==> src/rtl/alu_serial_32_if.sv <==
// Request/response bundle for the nibble-serial 32-bit ALU.
// The master drives operands and start; the slave returns status and registered results.
interface alu_serial_32_if;
  logic        start;
  logic [31:0] src1;
  logic [31:0] src2;
  logic [2:0]  op;
  logic        busy;
  logic        done;
  logic [31:0] result;
  logic        zero;
  logic        cout;
  logic        over;

  modport master (
    output start, src1, src2, op,
    input  busy, done, result, zero, cout, over
  );

  modport slave (
    input  start, src1, src2, op,
    output busy, done, result, zero, cout, over
  );
endinterface

==> src/rtl/alu_serial_32.sv <==
// Nibble-serial 32-bit ALU: AND, OR, ADD, SUB and SLT, computed 4 bits per cycle
// over 8 cycles, with flags and result committed together when the last nibble lands.
module alu_serial_32 (
  input  logic            clk,
  input  logic            rst_n,
  alu_serial_32_if.slave  bus
);

  typedef enum logic [1:0] {IDLE, RUN, DONE} state_t;

  localparam logic [2:0] OP_AND = 3'b000;
  localparam logic [2:0] OP_OR  = 3'b001;
  localparam logic [2:0] OP_ADD = 3'b010;
  localparam logic [2:0] OP_SUB = 3'b110;
  localparam logic [2:0] OP_SLT = 3'b111;

  state_t      state;
  logic [31:0] a_sh;
  logic [31:0] b_sh;
  logic [31:0] shadow;
  logic [2:0]  op_r;
  logic [2:0]  cnt;
  logic        carry;

  logic        is_sub;
  logic [3:0]  b_eff;
  logic [4:0]  sum5;
  logic [3:0]  nib;
  logic [31:0] full;
  logic        ovf;
  logic [31:0] fin_res;
  logic        fin_cout;
  logic        fin_over;

  // Operands shift right so the current nibble always sits in bits 3:0; results
  // shift in from the top, so after the 8th nibble the shadow holds the full word.
  always_comb begin
    is_sub   = (op_r == OP_SUB) || (op_r == OP_SLT);
    b_eff    = is_sub ? ~b_sh[3:0] : b_sh[3:0];
    sum5     = {1'b0, a_sh[3:0]} + {1'b0, b_eff} + {4'b0000, carry};
    nib      = 4'h0;
    case (op_r)
      OP_AND:                 nib = a_sh[3:0] & b_sh[3:0];
      OP_OR:                  nib = a_sh[3:0] | b_sh[3:0];
      OP_ADD, OP_SUB, OP_SLT: nib = sum5[3:0];
      default:                nib = 4'h0;
    endcase
    full     = {nib, shadow[31:4]};
    ovf      = (a_sh[3] == b_eff[3]) && (sum5[3] != a_sh[3]);
    fin_res  = full;
    fin_cout = 1'b0;
    fin_over = 1'b0;
    case (op_r)
      OP_AND, OP_OR: ;
      OP_ADD, OP_SUB: begin
        fin_cout = sum5[4];
        fin_over = ovf;
      end
      OP_SLT:  fin_res = {31'b0, sum5[3] ^ ovf};
      default: fin_res = 32'h0;
    endcase
  end

  always_ff @(posedge clk) begin
    if (!rst_n) begin
      state      <= IDLE;
      a_sh       <= 32'h0;
      b_sh       <= 32'h0;
      shadow     <= 32'h0;
      op_r       <= 3'b000;
      cnt        <= 3'd0;
      carry      <= 1'b0;
      bus.busy   <= 1'b0;
      bus.done   <= 1'b0;
      bus.result <= 32'h0;
      bus.zero   <= 1'b0;
      bus.cout   <= 1'b0;
      bus.over   <= 1'b0;
    end else begin
      case (state)
        IDLE: begin
          bus.done <= 1'b0;
          if (bus.start) begin
            a_sh     <= bus.src1;
            b_sh     <= bus.src2;
            op_r     <= bus.op;
            cnt      <= 3'd0;
            carry    <= (bus.op == OP_SUB) || (bus.op == OP_SLT);
            bus.busy <= 1'b1;
            state    <= RUN;
          end
        end
        RUN: begin
          a_sh   <= a_sh >> 4;
          b_sh   <= b_sh >> 4;
          shadow <= full;
          carry  <= sum5[4];
          cnt    <= cnt + 3'd1;
          if (cnt == 3'd7) begin
            bus.result <= fin_res;
            bus.zero   <= (fin_res == 32'h0);
            bus.cout   <= fin_cout;
            bus.over   <= fin_over;
            bus.done   <= 1'b1;
            state      <= DONE;
          end
        end
        DONE: begin
          bus.done <= 1'b0;
          bus.busy <= 1'b0;
          state    <= IDLE;
        end
        default: state <= IDLE;
      endcase
    end
  end

endmodule

==> src/flat_wrapper.sv <==
// flat-port wrapper written by rule: the top's interface ports become plain ports
module alu_serial_32_flat 
  (clk, rst_n, bus_start, bus_src1, bus_src2, bus_op, bus_busy, bus_done, bus_result, bus_zero, bus_cout, bus_over);
  alu_serial_32_if bus_i ();
  input  logic clk;
  input  logic rst_n;
  input wire logic [$bits(bus_i.start)-1:0] bus_start;
  input wire logic [$bits(bus_i.src1)-1:0] bus_src1;
  input wire logic [$bits(bus_i.src2)-1:0] bus_src2;
  input wire logic [$bits(bus_i.op)-1:0] bus_op;
  output wire logic [$bits(bus_i.busy)-1:0] bus_busy;
  output wire logic [$bits(bus_i.done)-1:0] bus_done;
  output wire logic [$bits(bus_i.result)-1:0] bus_result;
  output wire logic [$bits(bus_i.zero)-1:0] bus_zero;
  output wire logic [$bits(bus_i.cout)-1:0] bus_cout;
  output wire logic [$bits(bus_i.over)-1:0] bus_over;
  assign bus_i.start = bus_start;
  assign bus_i.src1 = bus_src1;
  assign bus_i.src2 = bus_src2;
  assign bus_i.op = bus_op;
  assign bus_busy = bus_i.busy;
  assign bus_done = bus_i.done;
  assign bus_result = bus_i.result;
  assign bus_zero = bus_i.zero;
  assign bus_cout = bus_i.cout;
  assign bus_over = bus_i.over;
  alu_serial_32 u_core (.clk(clk), .rst_n(rst_n), .bus(bus_i));
endmodule
==> config.mk <==
export PLATFORM = sky130hd
export DESIGN_NAME = alu_serial_32_flat
export DESIGN_NICKNAME = d
export VERILOG_FILES = /design/src/rtl/alu_serial_32_if.sv /design/src/rtl/alu_serial_32.sv /design/src/flat_wrapper.sv
export SDC_FILE = /design/constraint.sdc
export NUM_CORES = 1
export LEC_CHECK = 0
export ABC_AREA = 1
export BUFFER_PORTS_ARGS = -buffer_cell sky130_fd_sc_hd__buf_2
export CAP_MARGIN = 30
export CORE_ASPECT_RATIO = 1.25
export CORE_MARGIN = 5
export CORE_UTILIZATION = 25
export CTS_BUF_LIST = sky130_fd_sc_hd__clkbuf_8
export CTS_CLUSTER_SIZE = 20
export DETAILED_ROUTE_END_ITERATION = 6
export PLACE_DENSITY = 0.46
export REMOVE_ABC_BUFFERS = 1
export SYNTH_ARGS = -nofsm -noshare
export SYNTH_HDL_FRONTEND = slang
export SYNTH_SLANG_ARGS = --single-unit
==> constraint.sdc <==
create_clock -name clk -period 2.8 [get_ports clk]
set_clock_uncertainty 0.05 [all_clocks]
set_input_delay 0.7 -clock clk [delete_from_list [all_inputs] [get_ports clk]]
set_output_delay 0.7 -clock clk [all_outputs]
set_load 0.05 [all_outputs]
### Yosys cells after proc, flatten, opt, wreduce, memory -nomap -nowiden

Index checks and enable logic that the tools add are counted.

| word-level totals | value |
|---|---|
| register bits after elaboration | 142 |
| input port bits | 70 |
| output and inout port bits | 37 |

| cells by class | value |
|---|---|
| $add $sub $neg | 3 |
| equality and inequality tests | 13 |
| multiplexer cells | 20 |
| bitwise operators | 4 |
| reduce and logical (&&, ||, !) cells | 19 |

Operators by type and width:

| cell | number |
|---|---|
| $pmux 32 s2 | 3 |
| $mux 32 | 2 |
| $logic_not 32->1 | 1 |
| $eq 3x3->1 const B | 5 |
| $pmux 4 s3 | 1 |
| $reduce_and 2->1 | 6 |
| $pmux 1 s2 | 3 |
| $pmux 3 s2 | 1 |
| $reduce_bool 2->1 | 3 |
| $add 4x4->5 | 1 |
| $add 5x1->5 | 1 |
| $mux 1 | 5 |
| $and 4x4->4 | 1 |
| $mux 2 | 2 |
| $mux 4 | 1 |
| $not 4->4 | 1 |
| $or 4x4->4 | 1 |
| $pmux 2 s2 | 1 |
| $reduce_or 2->1 | 2 |
| $reduce_or 4->1 | 1 |
| $add 3x1->3 const B | 1 |
| $eq 3x1->1 const B | 1 |
| $eq 3x2->1 const B | 1 |
| $logic_not 3->1 | 1 |
| 12 further kinds | 13 |

### Longest topological paths before layout

Gate-level depths: netlist (run 1).

| depth | value |
|---|---|
| depth after elaboration | 10 |
| depth in mapped cells | 16 |

### Worst setup path before layout (run 1)

Ideal clock, no wire load.

| timing | value |
|---|---|
| path type | flip-flop to flip-flop |
| start point | reg u_core.op_r[1] |
| end point | reg u_core.bus.zero |
| setup time | 132 ps |
| arrival | 2314 ps |
| data required time | 2618 ps |
| setup slack | 304 ps |
| stages on the path, launching flop included | 16 |
| clock period less this slack | 2496 ps |
| path through | dfxtp_1 -> nand2_1 -> xor2_1 -> ha_1 -> nand2_1 -> nor2_1 -> a211oi_1 -> fa_1 -> inv_1 -> nand2_1 -> nand3_1 -> nand2_1 -> nand2_1 -> nor2_1 -> nand2_1 -> a21oi_1 |

| on the way | value |
|---|---|
| longest elaborated chain between the ends | 10 |
| elaborated cells between the ends (all ways) | 18 |
| those cells by class | 2 x add/sub; 6 x eq/ne; 3 x mux; 1 x bitwise; 6 x reduce/logical |

RTL lines:

| what | line | text |
|---|---|---|
| from (decl) | alu_serial_32.sv:21 | `logic [2:0] op_r;` |
| from (signal assigned) | alu_serial_32.sv:86 | `op_r <= bus.op;` |
| $eq 3x3->1 | alu_serial_32.sv:38, alu_serial_32.sv:42, alu_serial_32.sv:53 |  |
| $logic_or 1x1->1 | alu_serial_32.sv:38 | `is_sub = (op_r == OP_SUB) \|\| (op_r == OP_SLT);` |
| $mux 4 | alu_serial_32.sv:39 | `b_eff = is_sub ? ~b_sh[3:0] : b_sh[3:0];` |
| $add 4x4->5 | alu_serial_32.sv:40 | `sum5 = {1'b0, a_sh[3:0]} + {1'b0, b_eff} + {4'b0000, carry};` |
| $add 5x1->5 | alu_serial_32.sv:40 |  |
| $ne 1x1->1 | alu_serial_32.sv:49 | `ovf = (a_sh[3] == b_eff[3]) && (sum5[3] != a_sh[3]);` |
| $logic_and 1x1->1 | alu_serial_32.sv:49 |  |
| $xor 1x1->1 | alu_serial_32.sv:59 | `OP_SLT: fin_res = {31'b0, sum5[3] ^ ovf};` |
| $pmux 32 s2 * | alu_serial_32.sv:53 | `case (op_r)` |
| $logic_not 32->1 * | alu_serial_32.sv:101 | `bus.zero <= (fin_res == 32'h0);` |
| to (signal assigned) | alu_serial_32.sv:101 |  |
| to (decl) | alu_serial_32_if.sv:22 | `output busy, done, result, zero, cout, over` |

Mark *: on every way between the ends. The rest lies on a longest branch, timed or not.
A chain may end at the register's enable or synchronous reset.

### Worst setup path in the final report (run 1)

| timing | value |
|---|---|
| start point | reg u_core.op_r[2] |
| end point | reg u_core.bus.zero |

Same word-level chain as after synthesis.

==> impl_metrics.csv, run 1 <==
group,metric,value,unit
pwr,power.density_cell_area,638,nW/µm²
placement,port-buffer-count,106,
logic_synthesis,dominantRegCellSynth,"dfxtp_1",
floorplanning,floorplan.core_area,22800,µm²
sta,period_utilization_post_route,0.914,
critical_path,cp_slowest_stage_delay,0.48,ns
run_status,outcome,"finished clean",
global_routing,track_usage,0.123,
detailed_routing,avgRoutedWirePerCell,14.0,µm
critical_path,critical_path.cell_chain,"nand2_2 > xor2_1 > fa_1 > nor2_1 > a211oi_1 > fa_1 > inv_1 > nand2_1 > nand3_1 > nand2_1 > nand2_1 > nor2_1 > nand2_1 > a21oi_1",
detailed_routing,firstDrtPassIters,4,
floorplanning,fp.dieArea,26100,µm²
cts,postCtsSetupRepairBufs,0,
sta,finalCriticalPeriod,2.56,ns
critical_path,critPathRequiredTime,3.13,ns
critical_path,worst_path_bufs_invs,1,
global_routing,grtUsageMet3,0.0418,
finish,most-common-layout-cells,"nand2_1 (204), dfxtp_1 (137), buf_2 (106), o21ai_0 (98), nor2_1 (65)",
cts,cts.root.buffer_cell,"clkbuf_8",
critical_path,timing.critical_path.to_type,"register",
critical_path,setup.worst_path.class,"reg2reg",
cts,clockBufferDepth,2,
placement,finalWeightedCongestion,0.776,
sta,hold_ws,0.413,ns
min_path,holdPathEnd,"u_core.bus.done$_SDFFE_PN0P_",
pwr,power.ir.vdd_worst,0.303,mV
critical_path,worst-path-max-fanout,5,
pwr,power.switching_fraction,0.324,
pwr,power,4.41,mW
pwr,seq_power_share,0.497,
sta,report.final.setup_viol,0,
critical_path,worstSetupPathDepth,14,
logic_synthesis,synth_area,5750,µm²
sta,timing.final.max_slew_violations,0,
finish,n_antenna_cell,0,
finish,syn_to_final_growth,20.3,%
global_routing,met1_usage,0.153,
detailed_routing,wirelength,16100,µm
floorplanning,floorplan.initialDensity,0.252,
pwr,power.share.combinational,0.139,
logic_synthesis,number_of_flops_mapped_to_enable_cells_by_yosys,0,
min_path,min-delay-path-class,"reg2reg",
logic_synthesis,synthesis.yosys.warnings,0,
floorplanning,fp_rows,62,
critical_path,worstPathArrival,2.89,ns
sta,setup_total_negative_slack,0,ns
finish,nNetsFinal,931,
logic_synthesis,synth.distinct_cells,26,
detailed_routing,detail_route.drc_violations,0,
detailed_routing,first_iter_violations,225,
detailed_routing,route.detailed.vias_per_inst,4.57,
critical_path,crit_top_cell,"nand2_1",
sta,worstMarginPinSlew,0.751,ns
sta,fmax,391,MHz
global_routing,grt_pass1_vias,5141,
finish,layout_commonest_cell,"nand2_1",
critical_path,worst_setup_path_start_kind,"register",
sta,grt_setup_unrepaired,"false",
sta,final_hold_viol_count,0,
logic_synthesis,async_reset_ff_frac,0,
pwr,p_int,2.98,mW
finish,finish.utilization,0.303,
critical_path,setup.reg_to_reg.worst_slack,0.24,ns
global_routing,grt_overflow_total,0,
finish,post_route_cells_drive_above_1_share,0.193,
placement,placedCellCount,1122,
global_routing,first_pass_grt_wire_length,26600,µm
min_path,worst_hold_path.num_cells,2,
critical_path,cp_slowest_cell,"fa_1",
detailed_routing,route.vias.total,5271,
global_routing,grt_use_met2,0.202,
pwr,reported_net_switching_power,1.43,mW
critical_path,reg2reg_depth,14,
cts,htree_levels,4,
finish,layout.cells.non_filler,1154,
floorplanning,dieHeight,180,µm
logic_synthesis,post_synth_inst_count,771,
logic_synthesis,synth-seq-area-share,0.481,
cts,cts_num_sinks,138,
cts,tritoncts.num_buffers,17,
cts,tritoncts,"yes",
global_routing,grt_most_used_layer,"met2",
cts,clkSlewWorstSetupHoldPaths,0.09,ns
logic_synthesis,register_bit_total_from_synthesis,138,
floorplanning,die_width,146,µm
critical_path,r2r_end,"u_core.bus.zero$_SDFFE_PN0P_",
critical_path,r2r-start,"u_core.op_r[2]$_SDFFE_PN0P_",
detailed_routing,antenna_left,0,
pwr,static-leakage-power,2.86,nW
cts,clkLatencyLatePin,0.45,ns
logic_synthesis,post_syn_area_per_cell,7.45,µm²
pwr,power_frac_clock,0.364,
flow_run,maxCapViolations,0,
min_path,hold_path.startpoint,"u_core.bus.done$_SDFFE_PN0P_",
critical_path,critical-path-top-delay-family,"adder cells",
global_routing,grt_max_degree,90,
floorplanning,io_pins,107,
global_routing,antenna_found_initial,4,
placement,hpwl,10500,µm
sta,worst_slew_margin_rel,0.500,
[power groups by stage]
stage	clock, mW	sequential [mW]	combinational [mW]
finish	1.60	2.19	0.611
global route	1.75	2.21	0.710
CTS	1.67	2.19	0.626
detailed placement	0	2.24	0.625
global placement	0	2.24	0.624
floorplan	0	2.21	0.399
[metrics by stage]
step,cell area (µm²),setup slack (ns)
after floorplan,5470,-1.45
after global routing,6910,0.0254
after CTS,6900,0.140
after detailed placement,6520,0.156
final,6910,0.241
after global placement,6490,0.184
[what timing repair did]
action	in CTS	in global routing
setup endpoints to repair	0	1
hold buffers	0	0
gates resized for setup	0	3
[synthesized netlist by cell type, types with 5 or more instances]
library cell,count,area [µm²]
dfxtp_1,138,2760
clkbuf_1,32,120
nor2_1,65,244
buf_2,22,110
nand3_1,35,175
nand4_1,5,31.3
o21ai_1,8,40.0
o21ai_0,98,490
a31oi_1,57,357
nand2_1,205,769
inv_1,20,75.1
ha_1,5,62.6
a21oi_1,55,275
[metal layers]
layer	up-vias	wire [µm]	share of wire
met4	8	184	0.011
met1	2374	7390	0.46
li1	2758	-	-
met2	110	7590	0.47
met5	-	46	0.0029
met3	21	907	0.056
[layout make-up]
class,instances,area [µm²]
timing repair buffer,121,688
multi-input combinational,549,2620
sequential,138,2760
tap,288,360
inverter,26,101
clock inverter,15,149
clock buffer,17,234
fill,2595,15900
[flip-flops by register name, indices dropped and copies added (netlist names), 2 cells and up]
| name | flops |
|---|---|
| u_core.a_sh | 32 |
| u_core.cnt | 3 |
| u_core.op_r | 3 |
| u_core.shadow | 28 |
| u_core.bus.result | 32 |
| u_core.state | 2 |
| u_core.b_sh | 32 |
[cells by family (layout without fill, tap and decap cells)]
kind of cell / count (synthesis) / count (layout) / share of synthesized area
DFF: 138 / 138 / 0.481
buffers and inverters: 84 / 179 / 0.0655
xor gates and xnor gates: 4 / 4 / 0.00610
and+or+nand+nor: 315 / 315 / 0.219
adders and majority gates: 8 / 8 / 0.0213
AOI/OAI and AO/OA: 222 / 222 / 0.208
[worst max path at each step]
stage / end / startpoint / slack (ns)
after floorplan: u_core.a_sh[0]$_SDFFE_PN0P_ / u_core.state[0]$_SDFFE_PN0P_ / -1.45
after global placement: u_core.bus.zero$_SDFFE_PN0P_ / u_core.op_r[2]$_SDFFE_PN0P_ / 0.18
after detailed placement: u_core.bus.zero$_SDFFE_PN0P_ / u_core.op_r[2]$_SDFFE_PN0P_ / 0.16
after CTS: u_core.bus.zero$_SDFFE_PN0P_ / u_core.op_r[2]$_SDFFE_PN0P_ / 0.14
after global routing: u_core.bus.zero$_SDFFE_PN0P_ / u_core.op_r[2]$_SDFFE_PN0P_ / 0.03
final: u_core.bus.zero$_SDFFE_PN0P_ / u_core.op_r[2]$_SDFFE_PN0P_ / 0.24
[worst min-delay path: stages (launching register included)]
cell and delay (ns):
dfxtp_1 0.32, nand2_1 0.05, a21oi_1 0.05
Note: power is estimated with default switching activity, not from simulation.
==> inputs of run 2 (changes only) <==
- CTS_BUF_LIST: sky130_fd_sc_hd__clkbuf_8 -> not set
- REMOVE_ABC_BUFFERS: 1 -> not set
==> run 2 against run 1 <==
Design area up 3.3%. Die area is the same. Critical path depth unchanged. Non-clock buffer count decreased by 2. Sequential share of layout area fell by 1.3 points. Sequential power barely moved. Final cell count shrank 0.17%. Critical path type unchanged. Clock power increased by 45%.
==> impl_metrics.csv, run 2 (synthesized netlist as in run 1, its figures left out) <==
group,metric,value,unit
global_routing,grt_pass1_vias,5403,
cts,clkLatencyLatePin,0.42,ns
cts,cts_num_sinks,138,
detailed_routing,route.vias.total,5288,
critical_path,worst_setup_path_start_kind,"register",
floorplanning,io_pins,107,
detailed_routing,route.detailed.vias_per_inst,4.59,
run_status,outcome,"finished clean",
sta,worst_slew_margin_rel,0.571,
critical_path,worstPathArrival,2.82,ns
finish,seq_area,2760,µm²
floorplanning,fp.dieArea,26100,µm²
cts,clockBufferDepth,2,
critical_path,timing.critical_path.to_type,"register",
detailed_routing,detail_route.drc_violations,0,
global_routing,antenna_found_initial,2,
critical_path,worst-path-max-fanout,5,
placement,placement.cell_area,6510,µm²
finish,finish.utilization,0.313,
finish,n_antenna_cell,0,
global_routing,first_pass_grt_wire_length,26900,µm
placement,port-buffer-count,106,
floorplanning,floorplan.initialDensity,0.252,
min_path,worst_hold_path.num_cells,2,
floorplanning,die_width,146,µm
finish,syn_to_final_growth,24.3,%
critical_path,critical_path.startpoint,"u_core.op_r[2]$_SDFFE_PN0P_",
pwr,power.ir.vdd_worst,0.409,mV
detailed_routing,avgRoutedWirePerCell,14.0,µm
finish,post_route_cells_drive_above_1_share,0.192,
finish,layout_commonest_cell,"nand2_1",
critical_path,r2r-start,"u_core.op_r[2]$_SDFFE_PN0P_",
finish,area_of_all_placed_cells_without_fillers,7140,µm²
placement,hpwl,10700,µm
floorplanning,floorplan.core_area,22800,µm²
placement,placedCellCount,1120,
pwr,static-leakage-power,2.97,nW
detailed_routing,wirelength,16100,µm
min_path,min-delay-path-class,"reg2reg",
min_path,hold_path.startpoint,"u_core.bus.result[9]$_SDFFE_PN0P_",
sta,timing.final.max_slew_violations,0,
finish,n_fill_cell,2561,
finish,most-common-layout-cells,"nand2_1 (204), dfxtp_1 (137), buf_2 (106), o21ai_0 (98), nor2_1 (65)",
critical_path,setup.worst_path.class,"reg2reg",
cts,htree_levels,4,
sta,setup_total_negative_slack,0,ns
critical_path,critPathRequiredTime,3.10,ns
cts,cts.root.buffer_cell,"clkbuf_16",
sta,final_hold_viol_count,0,
global_routing,grt_max_degree,90,
sta,finalCriticalPeriod,2.52,ns
global_routing,grt_overflow_total,0,
floorplanning,fp_rows,62,
sta,grt_setup_unrepaired,"false",
sta,worstMarginPinSlew,0.642,ns
sta,period_utilization_post_route,0.901,
pwr,power.density_cell_area,718,nW/µm²
detailed_routing,antenna_left,0,
detailed_routing,first_iter_violations,207,
finish,nNetsFinal,929,
logic_synthesis,syn_nets,849,
sta,hold_ws,0.408,ns
cts,tritoncts,"yes",
flow_run,maxCapViolations,0,
finish,top_regs,"u_core.a_sh (32), u_core.b_sh (32), u_core.bus.result (32)",
cts,postCtsSetupRepairBufs,0,
finish,multiInputGateArea,2630,µm²
cts,clkSlewWorstSetupHoldPaths,0.06,ns
detailed_routing,firstDrtPassIters,4,
sta,fmax,397,MHz
critical_path,reg2reg_depth,14,
finish,layout.cells.non_filler,1152,
global_routing,track_usage,0.124,
floorplanning,dieHeight,180,µm
sta,report.final.setup_viol,0,
cts,tritoncts.num_buffers,17,
placement,finalWeightedCongestion,0.766,
[run 2: routing by layer]
metal | global-route usage | vias to the layer above | part of all wire
li1 | - | 2752 | -
met1 | 0.150 | 2397 | 0.46
met2 | 0.212 | 109 | 0.48
met3 | 0.0350 | 26 | 0.045
met4 | 0.0426 | 4 | 0.018
met5 | 0 | - | 0.0013
[run 2: path summary, 6_finish.rpt]
| check | to | slack, ns |
|---|---|---|
| worst max register to register | u_core.bus.zero$_SDFFE_PN0P_ | 0.28 |
| worst min register to register | u_core.bus.result[9]$_SDFFE_PN0P_ | 0.41 |
| worst max-delay path | u_core.bus.zero$_SDFFE_PN0P_ | 0.28 |
| worst min-delay path | u_core.bus.result[9]$_SDFFE_PN0P_ | 0.41 |
[run 2: report_power, final]
group          leakage (nW)  internal (mW)  switching [mW]
clock network         0.296           1.39           0.930
logic                  1.54          0.222           0.395
registers              1.13           2.10          0.0963
[run 2: timing repair]
item / in CTS / in global routing
hold buffers: 0 / 0
resized for setup: 0 / 5
setup endpoints to repair: 0 / 3
[run 2: stage by stage]
step	power (mW)	setup slack (ns)
global route	5.40	0.0470
finish	5.13	0.278
floorplan	2.67	0.304
global placement	2.86	0.128
CTS	5.21	0.0652
detailed placement	2.87	0.0807
[run 2: layout make-up]
type                            count  share of cell area
Multi-Input combinational cell    549               0.368
Tap cell                          288              0.0505
Sequential cell                   138               0.387
Timing Repair Buffer              119              0.0950
Clock inverter                     13              0.0221
Clock buffer                       19              0.0634
Inverter                           26              0.0142
[run 2: critical path: stages, from the launching register on]
cell and delay (ns):
dfxtp_2 0.38, nand2_4 0.10, xor2_1 0.17, fa_1 0.44, nor2_1 0.15, a211oi_2 0.06
fa_1 0.48, inv_1 0.06, nand2_1 0.06, nand3_1 0.09, nand2_1 0.09, nand2_1 0.06
nor2_1 0.10, nand2_1 0.06, a21oi_1 0.11
